[config.mk]
export PLATFORM = sky130hd
export DESIGN_NAME = chunked_adder
export DESIGN_NICKNAME = d
export VERILOG_FILES = /design/src/rtl/chunked_adder.sv
export SDC_FILE = /design/constraint.sdc
export NUM_CORES = 1
export LEC_CHECK = 0
export CAP_MARGIN = 0
export CORE_MARGIN = 4
export CORE_UTILIZATION = 26
export DETAILED_ROUTE_END_ITERATION = 12
export GPL_ROUTABILITY_DRIVEN = 0
export HOLD_SLACK_MARGIN = 0.05
export SYNTH_ARGS = -nofsm -noshare
export SYNTH_HDL_FRONTEND = slang
export SYNTH_SLANG_ARGS = --single-unit
[constraint.sdc]
create_clock -name clk -period 7.3 [get_ports clk]
set_clock_uncertainty 0.15 [all_clocks]
set_input_delay 1.46 -clock clk [delete_from_list [all_inputs] [get_ports clk]]
set_output_delay 1.46 -clock clk [all_outputs]
set_load 0.02 [all_outputs]
[src/rtl/chunked_adder.sv]
// Multi-cycle add/subtract: WIDTH-bit operands processed CHUNK bits per cycle, with a registered carry between chunks.
// Latency: NCHUNK cycles from the accept edge to the done pulse. Throughput: one operation per NCHUNK+1 cycles.
// Backpressure: start is accepted only while busy=0. Requests made while busy are dropped, not queued.
//
// Ports:
//   clk, rst             rising-edge clock, synchronous active-high reset
//   start, a, b, cin, sub
//                        request and operands, sampled on accept (cin is ignored when sub=1)
//   busy, done           operation in progress / one-cycle result-valid pulse
//   sum, carry, overflow registered result; these change only on the completion edge
module chunked_adder #(
    parameter int WIDTH = 16,
    parameter int CHUNK = 4
) (
    input  logic             clk,
    input  logic             rst,
    input  logic             start,
    input  logic [WIDTH-1:0] a,
    input  logic [WIDTH-1:0] b,
    input  logic             cin,
    input  logic             sub,
    output logic             busy,
    output logic             done,
    output logic [WIDTH-1:0] sum,
    output logic             carry,
    output logic             overflow
);

    localparam int NCHUNK = WIDTH / CHUNK;
    localparam int IDXW   = (NCHUNK > 1) ? $clog2(NCHUNK) : 1;
    localparam int BW     = (WIDTH > 1) ? $clog2(WIDTH) : 1;
    localparam logic [IDXW-1:0] LAST = IDXW'(NCHUNK - 1);

    typedef enum logic {IDLE, RUN} state_t;

    state_t           state;
    logic [WIDTH-1:0] opa;
    logic [WIDTH-1:0] opb_eff;
    logic [WIDTH-1:0] acc;
    logic             c;
    logic [IDXW-1:0]  idx;

    logic [BW-1:0]    base;
    logic [CHUNK-1:0] sa;
    logic [CHUNK-1:0] sb;
    logic [CHUNK:0]   csum;
    logic [WIDTH-1:0] acc_next;
    logic             c_msb;

    always_comb begin
        base     = BW'(int'(idx) * CHUNK);
        sa       = opa[base +: CHUNK];
        sb       = opb_eff[base +: CHUNK];
        csum     = {1'b0, sa} + {1'b0, sb} + {{CHUNK{1'b0}}, c};
        acc_next = acc;
        acc_next[base +: CHUNK] = csum[CHUNK-1:0];
        // Carry into the MSB, recovered from the MSB's own sum bit: s = a ^ b ^ cin.
        // This is only meaningful on the last chunk, and it is only consumed there.
        c_msb    = opa[WIDTH-1] ^ opb_eff[WIDTH-1] ^ acc_next[WIDTH-1];
    end

    always_ff @(posedge clk) begin
        if (rst) begin
            state    <= IDLE;
            opa      <= '0;
            opb_eff  <= '0;
            acc      <= '0;
            c        <= 1'b0;
            idx      <= '0;
            busy     <= 1'b0;
            done     <= 1'b0;
            sum      <= '0;
            carry    <= 1'b0;
            overflow <= 1'b0;
        end else begin
            done <= 1'b0;
            case (state)
                IDLE: begin
                    if (start) begin
                        opa     <= a;
                        // Subtraction is computed as a + ~b + 1. The +1 enters through the initial carry.
                        opb_eff <= sub ? ~b : b;
                        c       <= sub ? 1'b1 : cin;
                        idx     <= '0;
                        busy    <= 1'b1;
                        state   <= RUN;
                    end
                end
                RUN: begin
                    acc <= acc_next;
                    c   <= csum[CHUNK];
                    idx <= idx + 1'b1;
                    if (idx == LAST) begin
                        state    <= IDLE;
                        busy     <= 1'b0;
                        done     <= 1'b1;
                        sum      <= acc_next;
                        carry    <= csum[CHUNK];
                        overflow <= c_msb ^ csum[CHUNK];
                    end
                end
                default: state <= IDLE;
            endcase
        end
    end

endmodule

======== Word level (Yosys, flattened, before mapping) ========
Index checks and enable logic that the tools add are counted.
W data, S select, Z words.
operators by class
  $add $sub $neg .......................... 4
  equality and inequality tests ........... 3
  shifts and indexed selects .............. 4
  muxes and demuxes ....................... 14
  bitwise gates (word level) .............. 5
  reductions and logical operators ........ 4
operators with widths
  kind                      number
  $shiftx A16 B5 Y4         2
  $bwmux W16                1
  $mux W16                  1
  $not A16 Y16              1
  $shift A4 B6 Y16 const A  1
  $shiftx A4 B6 Y16         1
  $mux W1                   7
  $neg A4 Y6                1
  $pmux W1 S2               3
  $reduce_and A2 Y1         3
  $add A4 B4 Y5             1
  $add A5 B1 Y5             1
  $pmux W2 S2               1
  $xor A1 B1 Y1             3
  $add A2 B1 Y2 const B     1
  $eq A2 B2 Y1 const B      1
  $mux W2                   1
  $ne A2 B1 Y1 const B      1
  $ne A2 B2 Y1 const B      1
  $reduce_or A2 Y1          1
  $not A1 Y1                1
word-level totals
  register bits after elaboration ......... 72
  input port bits ......................... 37
  output and inout port bits .............. 20
  word-level logic and storage cells ...... 45

======== Logic depth before layout (Yosys ltp) ========
  depth after elaboration ................. 7
  gate-level depth with buffers ........... 10
  gate-level depth less buffers ........... 9

======== Worst setup path before layout ========
Ideal clock, no wire load.
  path kind ............................... register -> register
  from .................................... register idx[0]
  to ...................................... register overflow
  library setup time ...................... 116 ps
  data arrival time ....................... 2489 ps
  required time ........................... 7034 ps
  setup slack ............................. 4544 ps
  stages on the path, launching flop included .. 11
  buffers on the path ..................... 1
  period minus slack after synthesis ...... 2756 ps
  path through ............................ dfxtp_1 buf_2 mux4_2 fa_1 inv_1 fa_1 nand2b_1 a21oi_1 xnor2_1 xnor2_1 o21ai_1
on the way
  word-level cells in the longest chain between the ends .. 7
  elaborated cells between the ends (all ways) .. 12
  classes of those cells .................. 3 x add/sub; 1 x eq/ne; 4 x shift; 1 x mux; 2 x bitwise; 1 x reduce/logical
RTL lines
  element                                      line    source
  start, declared                              41      logic [IDXW-1:0] idx;
  start signal, assigned                       92      idx <= idx + 1'b1;
  $shiftx A16 B5 Y4, on equally long branches  52, 53
  $add A4 B4 Y5                                54      csum = {1'b0, sa} + {1'b0, sb} + {{CHUNK{1'b0}}, c};
  $add A5 B1 Y5                                54
  $shiftx A4 B6 Y16                            56      acc_next[base +: CHUNK] = csum[CHUNK-1:0];
  $bwmux W16                                   56
  $xor A1 B1 Y1                                59      c_msb = opa[WIDTH-1] ^ opb_eff[WIDTH-1] ^ acc_next[WIDTH-1];
  $xor A1 B1 Y1                                99      overflow <= c_msb ^ csum[CHUNK];
  end signal, assigned                         99
  end, declared                                26      output logic overflow
Parallel ways exist; a longest one is shown, timed or not.
A chain may end at the register's enable or synchronous reset.

======== Worst setup path in the final report ========
  from .................................... register idx[0]
  to ...................................... register sum[14]
on the way
  word-level cells in the longest chain between the ends .. 5
  elaborated cells between the ends (all ways) .. 10
  classes of those cells .................. 3 x add/sub; 1 x eq/ne; 4 x shift; 1 x mux; 1 x reduce/logical
RTL lines
  element                                      line    source
  $shiftx A16 B5 Y4, on equally long branches  52, 53
  $add A4 B4 Y5                                54
  $add A5 B1 Y5                                54
  $shiftx A4 B6 Y16                            56
  $bwmux W16                                   56
  end signal, assigned                         97      sum <= acc_next;
  end, declared                                24      output logic [WIDTH-1:0] sum,
Parallel ways exist; a longest one is shown, timed or not.

==> report_table.html <==
<table>
<tr><th>Metric</th><th>Value</th></tr>
<tr><th colspan="2">Status</th></tr>
<tr><td>Outcome</td><td>complete, no violations</td></tr>
<tr><th colspan="2">Critical path</th></tr>
<tr><td>Type of destination of the critical path</td><td>register</td></tr>
<tr><td>Cell family with the largest share of critical-path delay</td><td>flip-flops</td></tr>
<tr><td>CP max FO</td><td>15</td></tr>
<tr><td>Arr. time, crit path</td><td>3.24 ns</td></tr>
<tr><td>Required time reported for the critical path endpoint</td><td>7.35 ns</td></tr>
<tr><td>Type of the worst setup path</td><td>reg2reg</td></tr>
<tr><td>CP cell instances</td><td>mux4_2 -&gt; fa_1 -&gt; inv_1 -&gt; fa_1 -&gt; xor2_1 -&gt; nor2_1 -&gt; a21oi_1 -&gt; o21ai_0</td></tr>
<tr><td>Buffers plus inverters on the worst setup path</td><td>1</td></tr>
<tr><td>Cell repeated most along the worst path</td><td>sky130_fd_sc_hd__fa_1</td></tr>
<tr><td>Slowest-stage cell, CP</td><td>sky130_fd_sc_hd__dfxtp_1</td></tr>
<tr><td>Slowest Stage Delay on Critical Path</td><td>about 0.83 ns</td></tr>
<tr><td>Sort of element at the start of the critical path</td><td>register</td></tr>
<tr><th colspan="2">Synth</th></tr>
<tr><td>Ranking of synthesized cells by area</td><td>sky130_fd_sc_hd__dfxtp_1 (45%), sky130_fd_sc_hd__a211oi_1 (6.3%), sky130_fd_sc_hd__mux4_2 (5.6%), sky130_fd_sc_hd__nand2_1 (5.5%), sky130_fd_sc_hd__xnor2_1 (5.2%)</td></tr>
<tr><td>Post-synthesis sequential element count</td><td>72</td></tr>
<tr><td>Syn Std Cell Area</td><td>0.00320 mm2</td></tr>
<tr><td>Gate Count Post-Synth</td><td>347</td></tr>
<tr><td>Cell taking the most area after synthesis</td><td>sky130_fd_sc_hd__dfxtp_1</td></tr>
<tr><td>Count of synthesis-stage warnings from yosys</td><td>0</td></tr>
<tr><td>Sequential cell area fraction in the yosys report</td><td>0.450</td></tr>
<tr><td>Synthesized area per cell</td><td>9.23 um2</td></tr>
<tr><td>Synthesized Nets</td><td>between 300 and 400</td></tr>
<tr><td>Distinct cell type count after synthesis</td><td>32</td></tr>
<tr><td>Area share of the largest cell type after synthesis</td><td>0.450</td></tr>
<tr><th colspan="2">Cells and area</th></tr>
<tr><td>Post-layout utilization of the core</td><td>0.350</td></tr>
<tr><td>Layout Nets</td><td>between 400 and 500</td></tr>
<tr><td>Proportion of layout cells with a drive suffix above 1</td><td>0.0804</td></tr>
<tr><td>Antenna diode instance count</td><td>0</td></tr>
<tr><td>Area growth from synthesis to final layout</td><td>31.2%</td></tr>
<tr><td>Fillers</td><td>1264</td></tr>
<tr><td>Most frequent standard cell in the layout excluding fill and tap cells</td><td>sky130_fd_sc_hd__dfxtp_1</td></tr>
<tr><td>Highest-count cells in the layout ignoring fill and taps</td><td>sky130_fd_sc_hd__dfxtp_1 (72), sky130_fd_sc_hd__clkdlybuf4s50_1 (56), sky130_fd_sc_hd__nand2_1 (47)</td></tr>
<tr><th colspan="2">STA</th></tr>
<tr><td>Post-Route Setup TNS</td><td>0 ns</td></tr>
<tr><td>Slew Limit Headroom</td><td>0.387</td></tr>
<tr><td>Final Max Slew Viols</td><td>0</td></tr>
<tr><td>Setup violators final</td><td>0</td></tr>
<tr><td>Hold violation count in the final report</td><td>0</td></tr>
<tr><td>Clock period minus worst slack</td><td>3.18 ns</td></tr>
<tr><td>Final Cycle Share</td><td>0.436</td></tr>
<tr><td>Setup repair after global routing missed its margin</td><td>no</td></tr>
<tr><td>FMAX</td><td>314 MHz</td></tr>
<tr><td>Worst Tran Pin Value</td><td>0.916 ns</td></tr>
<tr><th colspan="2">GRT</th></tr>
<tr><td>Number of global-route vias before repair</td><td>between 2000 and 3000</td></tr>
<tr><td>Residual overflow from global routing</td><td>0</td></tr>
<tr><td>Overall Global Routing Usage</td><td>0.109</td></tr>
<tr><td>Antenna violations before repair</td><td>0</td></tr>
<tr><td>Largest net degree at the start of global routing</td><td>54</td></tr>
<tr><td>Global-route wire length before repair</td><td>12500 um</td></tr>
<tr><th colspan="2">Place</th></tr>
<tr><td>Number of input and output port buffers inserted</td><td>56</td></tr>
<tr><td>Placed wire-length estimate</td><td>5590 um</td></tr>
<tr><th colspan="2">Die</th></tr>
<tr><td>Y dimension of the die</td><td>119 um</td></tr>
<tr><td>Die Footprint</td><td>0.0142 mm2</td></tr>
<tr><td>Starting density of the core</td><td>0.267</td></tr>
<tr><td>Number of primary I/O pins</td><td>57</td></tr>
<tr><td>Number of placement rows</td><td>40</td></tr>
<tr><td>Floorplan die width</td><td>119 um</td></tr>
<tr><td>Area of the core</td><td>0.0120 mm2</td></tr>
<tr><th colspan="2">Worst hold path</th></tr>
<tr><td>Class of the tightest hold or removal check</td><td>reg2reg</td></tr>
<tr><th colspan="2">Clock tree</th></tr>
<tr><td>Post_cts resized</td><td>0</td></tr>
<tr><td>Clock slew at reported path FFs</td><td>approximately 0.06 ns</td></tr>
<tr><td>CTS Buffer Depth</td><td>2</td></tr>
<tr><td>Worst skew pair latency</td><td>0.32 ns</td></tr>
<tr><td>CTS tree</td><td>done</td></tr>
<tr><td>Count of buffers added by post-CTS timing repair for setup</td><td>0</td></tr>
<tr><td>Clock Sink Count</td><td>72</td></tr>
<tr><td>Root cell of the clock tree</td><td>sky130_fd_sc_hd__clkbuf_16</td></tr>
<tr><td>Count of H-tree levels built during CTS</td><td>3</td></tr>
<tr><td>Cts bufs inserted</td><td>9</td></tr>
<tr><td>Hold-fix buffers, CTS</td><td>0</td></tr>
<tr><th colspan="2">Power</th></tr>
<tr><td>Power density over cell area</td><td>245 mW/mm2</td></tr>
<tr><td>Total leakage power</td><td>1.50 nW</td></tr>
<tr><td>Pint</td><td>0.000793 W</td></tr>
<tr><td>Net switching component of the power</td><td>0.000235 W</td></tr>
<tr><td>IR Drop Worst-Case VDD</td><td>0.112 mV</td></tr>
<tr><td>Switching part of the total power</td><td>0.229</td></tr>
<tr><td>Clk pwr share</td><td>0.455</td></tr>
<tr><td>Power share of the sequential group</td><td>0.415</td></tr>
<tr><td>Part of the total power dissipated in combinational logic</td><td>0.131</td></tr>
<tr><th colspan="2">Drt</th></tr>
<tr><td>Total number of vias</td><td>2581</td></tr>
<tr><td>Number of DRC violations after detailed-routing iteration 0</td><td>between 80 and 90</td></tr>
<tr><td>Wire length per cell after detailed routing</td><td>roughly 14 um</td></tr>
<tr><td>Router iterations before antenna repair</td><td>4</td></tr>
<tr><td>Post-detailed-routing wire length</td><td>7500 um</td></tr>
<tr><td>Final ANT Viol Nets</td><td>0</td></tr>
<tr><td>Post-route DRC</td><td>0</td></tr>
<tr><td>Vias per cell</td><td>~4.7</td></tr>
<tr><th colspan="2">Run</th></tr>
<tr><td>Max-capacitance violation count</td><td>0</td></tr>
</table>
[Yosys cell counts]
library cell,count
sky130_fd_sc_hd__fa_1,2
sky130_fd_sc_hd__nand2b_1,3
sky130_fd_sc_hd__xnor2_2,1
sky130_fd_sc_hd__o21a_1,2
sky130_fd_sc_hd__clkbuf_1,17
sky130_fd_sc_hd__a221oi_4,1
sky130_fd_sc_hd__nor2_1,43
sky130_fd_sc_hd__nand2_1,47
sky130_fd_sc_hd__a211oi_1,27
sky130_fd_sc_hd__mux4_2,8
sky130_fd_sc_hd__nand4bb_1,1
sky130_fd_sc_hd__a22oi_1,5
sky130_fd_sc_hd__o2bb2ai_1,5
sky130_fd_sc_hd__dfxtp_1,72
sky130_fd_sc_hd__a2bb2oi_1,3
sky130_fd_sc_hd__and2_4,1
sky130_fd_sc_hd__a211oi_2,1
sky130_fd_sc_hd__nor3_1,2
sky130_fd_sc_hd__a22o_1,6
sky130_fd_sc_hd__ha_1,9
sky130_fd_sc_hd__xnor2_1,19
sky130_fd_sc_hd__o21ai_1,1
sky130_fd_sc_hd__a21oi_1,26
sky130_fd_sc_hd__inv_1,12
sky130_fd_sc_hd__and3_1,2
sky130_fd_sc_hd__o21ai_0,11
sky130_fd_sc_hd__buf_2,7
sky130_fd_sc_hd__xor2_1,2
sky130_fd_sc_hd__nor2b_1,2
sky130_fd_sc_hd__nand3_1,4
sky130_fd_sc_hd__or2_2,1
sky130_fd_sc_hd__mux2i_1,4
[per-layer routing]
metal  wire length [um]  track usage  share of wire  vias up
met3                409       0.0418          0.055       11
met2               3430        0.171           0.46       67
met5                  0            0              0        -
li1                   -            -              -     1297
met1               3510        0.137           0.47     1206
met4                152       0.0362          0.020        0
[worst paths after layout]
path                        startpoint                   end  slack [ns]  cells after the start
setup reg to reg   idx[0]$_SDFFE_PP0P_  sum[14]$_SDFFE_PP0P_        4.12                      8
hold / removal    sum[15]$_SDFFE_PP0P_  sum[15]$_SDFFE_PP0P_        0.30                      2
setup / recovery   idx[0]$_SDFFE_PP0P_  sum[14]$_SDFFE_PP0P_        4.12                      8
hold reg to reg   sum[15]$_SDFFE_PP0P_  sum[15]$_SDFFE_PP0P_        0.30                      2
[registers in the layout, indices dropped and copies added (netlist names)]
name and cells:
acc 16, opa 16, opb_eff 16, sum 16, idx 2, busy 1, c 1, carry 1
done 1, overflow 1, state 1
[layout make-up]
| class | instances | area, um2 | area share |
|---|---|---|---|
| timing repair buffer | 60 | 591 | 0.141 |
| multi-input combinational | 239 | 1620 | 0.386 |
| sequential | 72 | 1440 | 0.343 |
| inverter | 12 | 45.0 | 0.0107 |
| tap | 147 | 184 | 0.0438 |
| clock buffer | 12 | 256 | 0.0610 |
| clock inverter | 3 | 65.1 | 0.0155 |
[stage by stage]
stage | power (W) | worst slack [ns] | instance area [um2] | hold slack (ns) | std cells
2_1_floorplan | 0.000522 | 4.54 | 3200 | 0.283 | 347
3_3_place_gp | 0.000566 | 3.96 | 3880 | 0.292 | 530
3_5_place_dp | 0.000570 | 3.91 | 3880 | 0.297 | 530
4_1_cts | 0.00104 | 4.11 | 4200 | 0.305 | 545
5_1_grt | 0.00107 | 3.88 | 4200 | 0.322 | 545
6_report | 0.00103 | 4.12 | 4200 | 0.301 | 545
[logic make-up (layout without fill, tap and decap cells)]
family	Yosys count	after routing	share of synthesized area
AO/OA/AOI/OAI	88	88	0.189
XOR/XNOR	22	22	0.0625
adder cells (fa/ha/maj)	11	11	0.0477
buffers and inverters	36	87	0.0449
flip-flops	72	72	0.450
multiplexers	12	12	0.0687
AND/OR/NAND/NOR	106	106	0.137
[power groups by stage]
stage	combinational (W)	clock (W)	sequential, W
floorplan	0.0000928	0	0.000429
global placement	0.000132	0	0.000434
detailed placement	0.000135	0	0.000435
CTS	0.000136	0.000479	0.000426
global route	0.000148	0.000497	0.000428
finish	0.000134	0.000467	0.000426
[worst register-to-register path, stage by stage, from the launching register on]
cell	delay, ns
sky130_fd_sc_hd__dfxtp_1	0.83
sky130_fd_sc_hd__mux4_2	0.61
sky130_fd_sc_hd__fa_1	0.43
sky130_fd_sc_hd__inv_1	0.09
sky130_fd_sc_hd__fa_1	0.24
sky130_fd_sc_hd__xor2_1	0.31
sky130_fd_sc_hd__nor2_1	0.10
sky130_fd_sc_hd__a21oi_1	0.21
sky130_fd_sc_hd__o21ai_0	0.11
Power figures use the tool's default switching activity.
